File: config.mk
export PLATFORM = sky130hd
export DESIGN_NAME = pc_mem_unit
export DESIGN_NICKNAME = d
export VERILOG_FILES = /design/src/rtl/mips_pkg.sv /design/src/rtl/pc_mem_unit_flopenr.sv /design/src/rtl/pc_mem_unit.sv
export SDC_FILE = /design/constraint.sdc
export NUM_CORES = 1
export LEC_CHECK = 0
export BUFFER_PORTS_ARGS = -buffer_cell sky130_fd_sc_hd__buf_2
export CAP_MARGIN = 20
export CELL_PAD_IN_SITES_DETAIL_PLACEMENT = 1
export CELL_PAD_IN_SITES_GLOBAL_PLACEMENT = 1
export CORE_MARGIN = 10
export CORE_UTILIZATION = 39
export DETAILED_ROUTE_END_ITERATION = 6
export PLACE_DENSITY_LB_ADDON = 0.3
export REMOVE_ABC_BUFFERS = 1
export SLEW_MARGIN = 5
export SYNTH_ARGS = -nofsm -noshare
export SYNTH_HDL_FRONTEND = slang
export SYNTH_HIERARCHICAL = 1
export SYNTH_SLANG_ARGS = --single-unit
File: constraint.sdc
create_clock -name clk -period 3.69 [get_ports clk]
set_clock_uncertainty 0.05 [all_clocks]
set_input_delay 0.738 -clock clk [delete_from_list [all_inputs] [get_ports clk]]
set_output_delay 0.738 -clock clk [all_outputs]
set_load 0.005 [all_outputs]
File: src/rtl/mips_pkg.sv
// Shared types and constants for the multicycle MIPS datapath front-end.
//   pcsrc_t : PC next-value source select (matches the decoder's pcsrc encoding)
//   memst_t : memory-port handshake states
//   OP_*    : primary opcodes as seen on op = instr[31:26]
package mips_pkg;

  typedef enum logic [1:0] {
    PC_ALU    = 2'b00,
    PC_ALUOUT = 2'b01,
    PC_JUMP   = 2'b10,
    PC_HOLD   = 2'b11
  } pcsrc_t;

  typedef enum logic {
    IDLE = 1'b0,
    BUSY = 1'b1
  } memst_t;

  localparam logic [5:0] OP_RTYPE = 6'b000000;
  localparam logic [5:0] OP_LW    = 6'b100011;
  localparam logic [5:0] OP_SW    = 6'b101011;
  localparam logic [5:0] OP_BEQ   = 6'b000100;
  localparam logic [5:0] OP_ADDI  = 6'b001000;
  localparam logic [5:0] OP_J     = 6'b000010;

endpackage

File: src/rtl/pc_mem_unit_flopenr.sv
// Enable register with synchronous active-low reset.
//   clk   : clock
//   reset : synchronous, active-low; loads RESETVAL
//   en    : load d when high
//   d     : next value
//   q     : registered value
module flopenr #(
  parameter int               WIDTH    = 32,
  parameter logic [WIDTH-1:0] RESETVAL = '0
) (
  input  logic             clk,
  input  logic             reset,
  input  logic             en,
  input  logic [WIDTH-1:0] d,
  output logic [WIDTH-1:0] q
);

  always_ff @(posedge clk) begin
    if (!reset)  q <= RESETVAL;
    else if (en) q <= d;
  end

endmodule

File: src/rtl/pc_mem_unit.sv
// Datapath front-end of the multicycle MIPS core: owns PC, IR and MDR and runs
// the unified memory port through a request/ready handshake.
//   clk, reset                 : clock, synchronous active-low reset
//   IorD, IRwrite, memwrite    : access requests from the decoder
//   pcwrite, branch, pcsrc     : PC update controls; zero is the ALU zero flag
//   aluresult, aluout, regb    : ALU result (comb), ALU result (reg), store data
//   mem_req/we/addr/wdata      : registered memory request
//   mem_ready, mem_rdata       : memory completion and read data
//   pc, instr, op, mdr         : architectural registers; op = instr[31:26]
//   stall                      : decoder must hold its state this cycle
module pc_mem_unit
  import mips_pkg::*;
#(
  parameter int          WIDTH    = 32,
  parameter logic [31:0] RESET_PC = 32'h0000_0000
) (
  input  logic             clk,
  input  logic             reset,
  input  logic             IorD,
  input  logic             IRwrite,
  input  logic             memwrite,
  input  logic             pcwrite,
  input  logic             branch,
  input  logic [1:0]       pcsrc,
  input  logic             zero,
  input  logic [WIDTH-1:0] aluresult,
  input  logic [WIDTH-1:0] aluout,
  input  logic [WIDTH-1:0] regb,
  output logic             mem_req,
  output logic             mem_we,
  output logic [WIDTH-1:0] mem_addr,
  output logic [WIDTH-1:0] mem_wdata,
  input  logic             mem_ready,
  input  logic [WIDTH-1:0] mem_rdata,
  output logic [WIDTH-1:0] pc,
  output logic [WIDTH-1:0] instr,
  output logic [5:0]       op,
  output logic [WIDTH-1:0] mdr,
  output logic             stall
);

  memst_t           state;
  logic             access;
  logic             tgt_ir;
  logic             done;
  logic             ir_en;
  logic             mdr_en;
  logic             pcen;
  logic [WIDTH-1:0] addr_sel;
  logic [WIDTH-1:0] pcnext;

  assign access   = IRwrite | IorD | memwrite;
  assign addr_sel = IorD ? aluout : pc;

  // Address, data and read target are captured in IDLE so the bus stays
  // stable for the whole BUSY phase regardless of the decoder's outputs.
  always_ff @(posedge clk) begin
    if (!reset) begin
      state     <= IDLE;
      mem_req   <= 1'b0;
      mem_we    <= 1'b0;
      mem_addr  <= '0;
      mem_wdata <= '0;
      tgt_ir    <= 1'b0;
    end else begin
      case (state)
        IDLE: begin
          if (access) begin
            mem_addr  <= {addr_sel[WIDTH-1:2], 2'b00};
            mem_wdata <= regb;
            mem_we    <= memwrite;
            // IRwrite with memwrite is treated as a plain write.
            tgt_ir    <= IRwrite & ~memwrite;
            mem_req   <= 1'b1;
            state     <= BUSY;
          end
        end
        BUSY: begin
          if (mem_ready) begin
            mem_req <= 1'b0;
            mem_we  <= 1'b0;
            state   <= IDLE;
          end
        end
        default: state <= IDLE;
      endcase
    end
  end

  always_comb begin
    stall = 1'b0;
    if (state == IDLE) stall = access;
    else               stall = ~mem_ready;
  end

  assign done   = (state == BUSY) & mem_ready;
  assign ir_en  = done & ~mem_we & tgt_ir;
  assign mdr_en = done & ~mem_we & ~tgt_ir;

  assign pcen = (pcwrite | (branch & zero)) & ~stall;

  // Jump target uses the current IR, which is stable outside a fetch.
  always_comb begin
    pcnext = pc;
    case (pcsrc_t'(pcsrc))
      PC_ALU:    pcnext = aluresult;
      PC_ALUOUT: pcnext = aluout;
      PC_JUMP:   pcnext = {pc[WIDTH-1:28], instr[25:0], 2'b00};
      PC_HOLD:   pcnext = pc;
      default:   pcnext = pc;
    endcase
  end

  flopenr #(.WIDTH(WIDTH), .RESETVAL(RESET_PC)) u_pc (
    .clk(clk), .reset(reset), .en(pcen), .d(pcnext), .q(pc)
  );

  flopenr #(.WIDTH(WIDTH), .RESETVAL('0)) u_ir (
    .clk(clk), .reset(reset), .en(ir_en), .d(mem_rdata), .q(instr)
  );

  flopenr #(.WIDTH(WIDTH), .RESETVAL('0)) u_mdr (
    .clk(clk), .reset(reset), .en(mdr_en), .d(mem_rdata), .q(mdr)
  );

  assign op = instr[31:26];

endmodule

# Word level (Yosys, flattened, before mapping)
# Cells that the tools add are included.
# op_classes
bitwise	18
n_mux	11
eq_ne	5
n_reduce_logical	5
# op_table
cell	count
32-bit case mux with 3 select lines	1
32-bit 2-to-1 mux	1
1-bit NOT	8
1-bit bitwise AND	7
1-bit 2-to-1 mux	6
1-bit case mux with 2 select lines	3
2-bit AND reduction	3
2-bit equality test, second input constant	2
2-bit != test, second input constant	2
1-bit OR	3
3-bit AND reduction	1
2-bit by 1-bit equality test with 1-bit output, second input constant	1
2-bit zero test	1
# totals
in_bits	139
wordCells	49
regBits	162

# Depth between registers and ports, before layout
# depth
ltp_word	6
mapped_depth	9
ltp_nobuf	5

# Cells and area by module
# The synthesis kept the hierarchy.
# by_module_without_submodules
mod	cells_each	area_per_inst_um2	seq_area_each_um2	instances
pc_mem_unit	397	3813.7	1321.3	1
flopenr	103	1243.7	640.6	3

# Worst setup path after synthesis
# OpenSTA, ideal clock, no wires.
# synth_timing
path_type	input-to-output
from	in IorD
to	out stall
setup_slack_ns	1.554
required_ns	2.902
t_arrival_ns	1.348
stages	4
path_cell_list	buf_4 -> buf_4 -> nor2_1 -> a21boi_0
# synth_via
elab_chain_cells	3
# synth_lines
element	line_no	text
start, declared	pc_mem_unit.sv:19	input logic IorD,
1-bit OR (2 in series)	pc_mem_unit.sv:52	assign access = IRwrite | IorD | memwrite;
1-bit 2-to-1 mux	pc_mem_unit.sv:92	if (state == IDLE) stall = access;
end, declared	pc_mem_unit.sv:39	output logic stall
# No other way between the ends.

# Final worst setup path
# layout_timing
from	reg state
to	out stall
# layout_via
elab_chain_cells	1
# layout_lines
element	line_no	text
start, declared	pc_mem_unit.sv:42	memst_t state;
start signal, assigned	pc_mem_unit.sv:59	state <= IDLE;
start signal, assigned	pc_mem_unit.sv:75	state <= BUSY;
start signal, assigned	pc_mem_unit.sv:82	state <= IDLE;
1-bit 2-to-1 mux	pc_mem_unit.sv:92	
# No other way between the ends.

==> results.toml <==
[sta]
period_share_pct = 71.2
rsz0062_at_grt = "no"
finalCriticalPeriod_ns = 2.63
drv_slew = 0
fmax_mhz = 380
hold_viol = 0
max_slew_margin_pct = 41.1
fin_tns_setup_ns = 0
setup_viol = 0
worst_pin_slew_ns = 0.883

[detailed_routing]
vias = 6141
wl_per_cell_um = 20.0
drtPass1Iterations = 4
postRouteAntennaNets = 0
drt_iter0_markers = 188
vias_per_cell = 4.89
wl_um = 25100
drc = 0

[cts]
cts_tree = "built"
cts_buffers = 17
cts_resized = 0
clk_latency_ns = 0.42
cts_max_level = 4
cts_setup_buffers = 0
clockBufferDepth = 2
numClockSinks = 162
postCtsHoldBufs = 0
ctsRootBufferMaster = "clkbuf_16"
clk_pin_slew_ns = 0.07

[finish]
area_delta_synth_final_pct = 28.7
fin_nets = 1119
finalNonFillerCells = 1255
drive_above_1_share_pct = 42.1

[synthesis]
syn_inst = 706
ys_types = 27
synthFlopType = "dfxtp_1"
yosys-top-cells-area = "dfxtp_1, mux2i_1, nor2b_1"
synthArstFlopShare_pct = 0
synthTopCellsByCount = "dfxtp_1, mux2i_1, nand2_1"
synth_top_area_share_pct = 43.0
synth_edf_count = 0
yosysWarnings = 6
yosysTopAreaCell = "dfxtp_1"
yosysMostFrequentCell = "dfxtp_1"
avgSynthCellArea_um2 = 10.7
yosysSeqAreaShare_pct = 43.0
ys_seq_elements = 162
syn_area_mm2 = 0.00754

[worst_setup_path]
path_class = "flip-flop to output pin"
worst_ep_required_time_ns = 2.90
crit_fanout = 25
worstSetupStartpointType = "flip-flop"
critPathCaptureType = "output pin"
cp.arrival_ns = 1.84

[floorplan]
start_util_pct = 39.9
core_mm2 = 0.0189
io_pins = 308
die_w_um = 159
die_h_um = 159
fp-row-count = 50
dieArea_mm2 = 0.0253

[global_route]
grt_max_degree = 90
globalRouteTotalUtil_pct = 19.3
grt_overflow = 0
grt_pass1_wl_um = 39300
grt_pass1_vias = 6737
antenna_found_initial = 3

[placement]
port_buffers = 305
dp.cells = 1221
gp_congestion = 0.776
dp_hpwl_um = 18600

[run]
maxCapViolCount = 0

[power]
p_per_area_mw_per_mm2 = 447
vdd_drop_max_mv = 0.296
p_leak_uw = 0.00432

[outcome]
outcome = "complete, no violations"

[worst_hold_path]
hold_path_class = "flip-flop to flip-flop"
logic make-up after synthesis:
group                  synth area share (%)
buffers and inverters                  6.80
muxes                                  30.0
AOI/OAI and AO/OA                      6.04
and+or+nand+nor                        14.1
other                                0.0497
DFF                                    43.0
registers in the layout, indices dropped and copies added (netlist names):
name,count
mem_wdata,32
u_ir/q,32
u_mdr/q,32
u_pc/q,32
mem_addr,30
mem_req,1
mem_we,1
state,1
tgt_ir,1
per-layer routing:
metal / track usage (%) / vias to the layer above / wire length, um
met5: 0 / - / 7
met4: 5.05 / 2 / 330
met1: 22.8 / 2904 / 10600
li1: - / 2995 / -
met2: 31.7 / 219 / 12000
met3: 8.13 / 21 / 2160
path summary, 6_finish.rpt:
| check | to | start | depth (start not counted) | slack, ns |
|---|---|---|---|---|
| max | stall | state | 4 | 1.06 |
| min | mem_wdata[13] | mem_wdata[13] | 2 | 0.41 |
| max reg2reg | u_pc/q[12] | state | 7 | 1.38 |
| min reg2reg | mem_wdata[13] | mem_wdata[13] | 2 | 0.41 |
critical path, cell delays in order (launching register included):
cell and delay [ns]:
dfxtp_1 0.31, buf_4 0.22, nand2_1 0.18, a21boi_0 0.47
buf_2 0.24
cell usage in the layout, fill, tap and decap left out, drive strengths merged, types with 3 or more instances in the layout:
cell type | netlist | layout
nand2 | 102 | 102
dfxtp | 162 | 162
inv | 1 | 10
o211ai | 30 | 30
clkbuf | 29 | 18
mux2 | 32 | 32
nor2 | 6 | 6
nor3 | 3 | 3
buf | 39 | 322
o21ai | 36 | 36
a21boi | 3 | 3
bufinv | 0 | 3
mux4 | 26 | 26
nor2b | 96 | 96
mux2i | 132 | 132
through the flow:
step	power (uW)	worst slack (ns)	hold WS, ns	utilization, %	instance area, um^2
floorplan	2180	-1.40	0.401	-	7040
global placement	2480	1.20	0.388	48.0	9070
detailed placement	2490	1.16	0.397	48.0	9070
CTS	4410	1.02	0.411	51.4	9700
global route	4560	0.890	0.424	51.4	9710
finish	4340	1.06	0.408	51.4	9710
layout make-up:
cell class,count,area [um^2]
Clock inverter,14,191
Timing Repair Buffer,322,1690
Tap cell,260,325
Fill cell,2245,9190
Sequential cell,162,3240
Clock buffer,18,439
Inverter,1,3.75
Multi-Input combinational cell,476,3810
Antenna cell,2,5.00
power by group:
| part | internal [uW] | switching, uW | total (uW) | leakage [uW] |
|---|---|---|---|---|
| clock | 1110 | 788 | 1900 | 0.000311 |
| combinational | 281 | 288 | 569 | 0.00268 |
| sequential | 1830 | 45.9 | 1880 | 0.00132 |
Note: power is estimated with default switching activity, not from simulation.
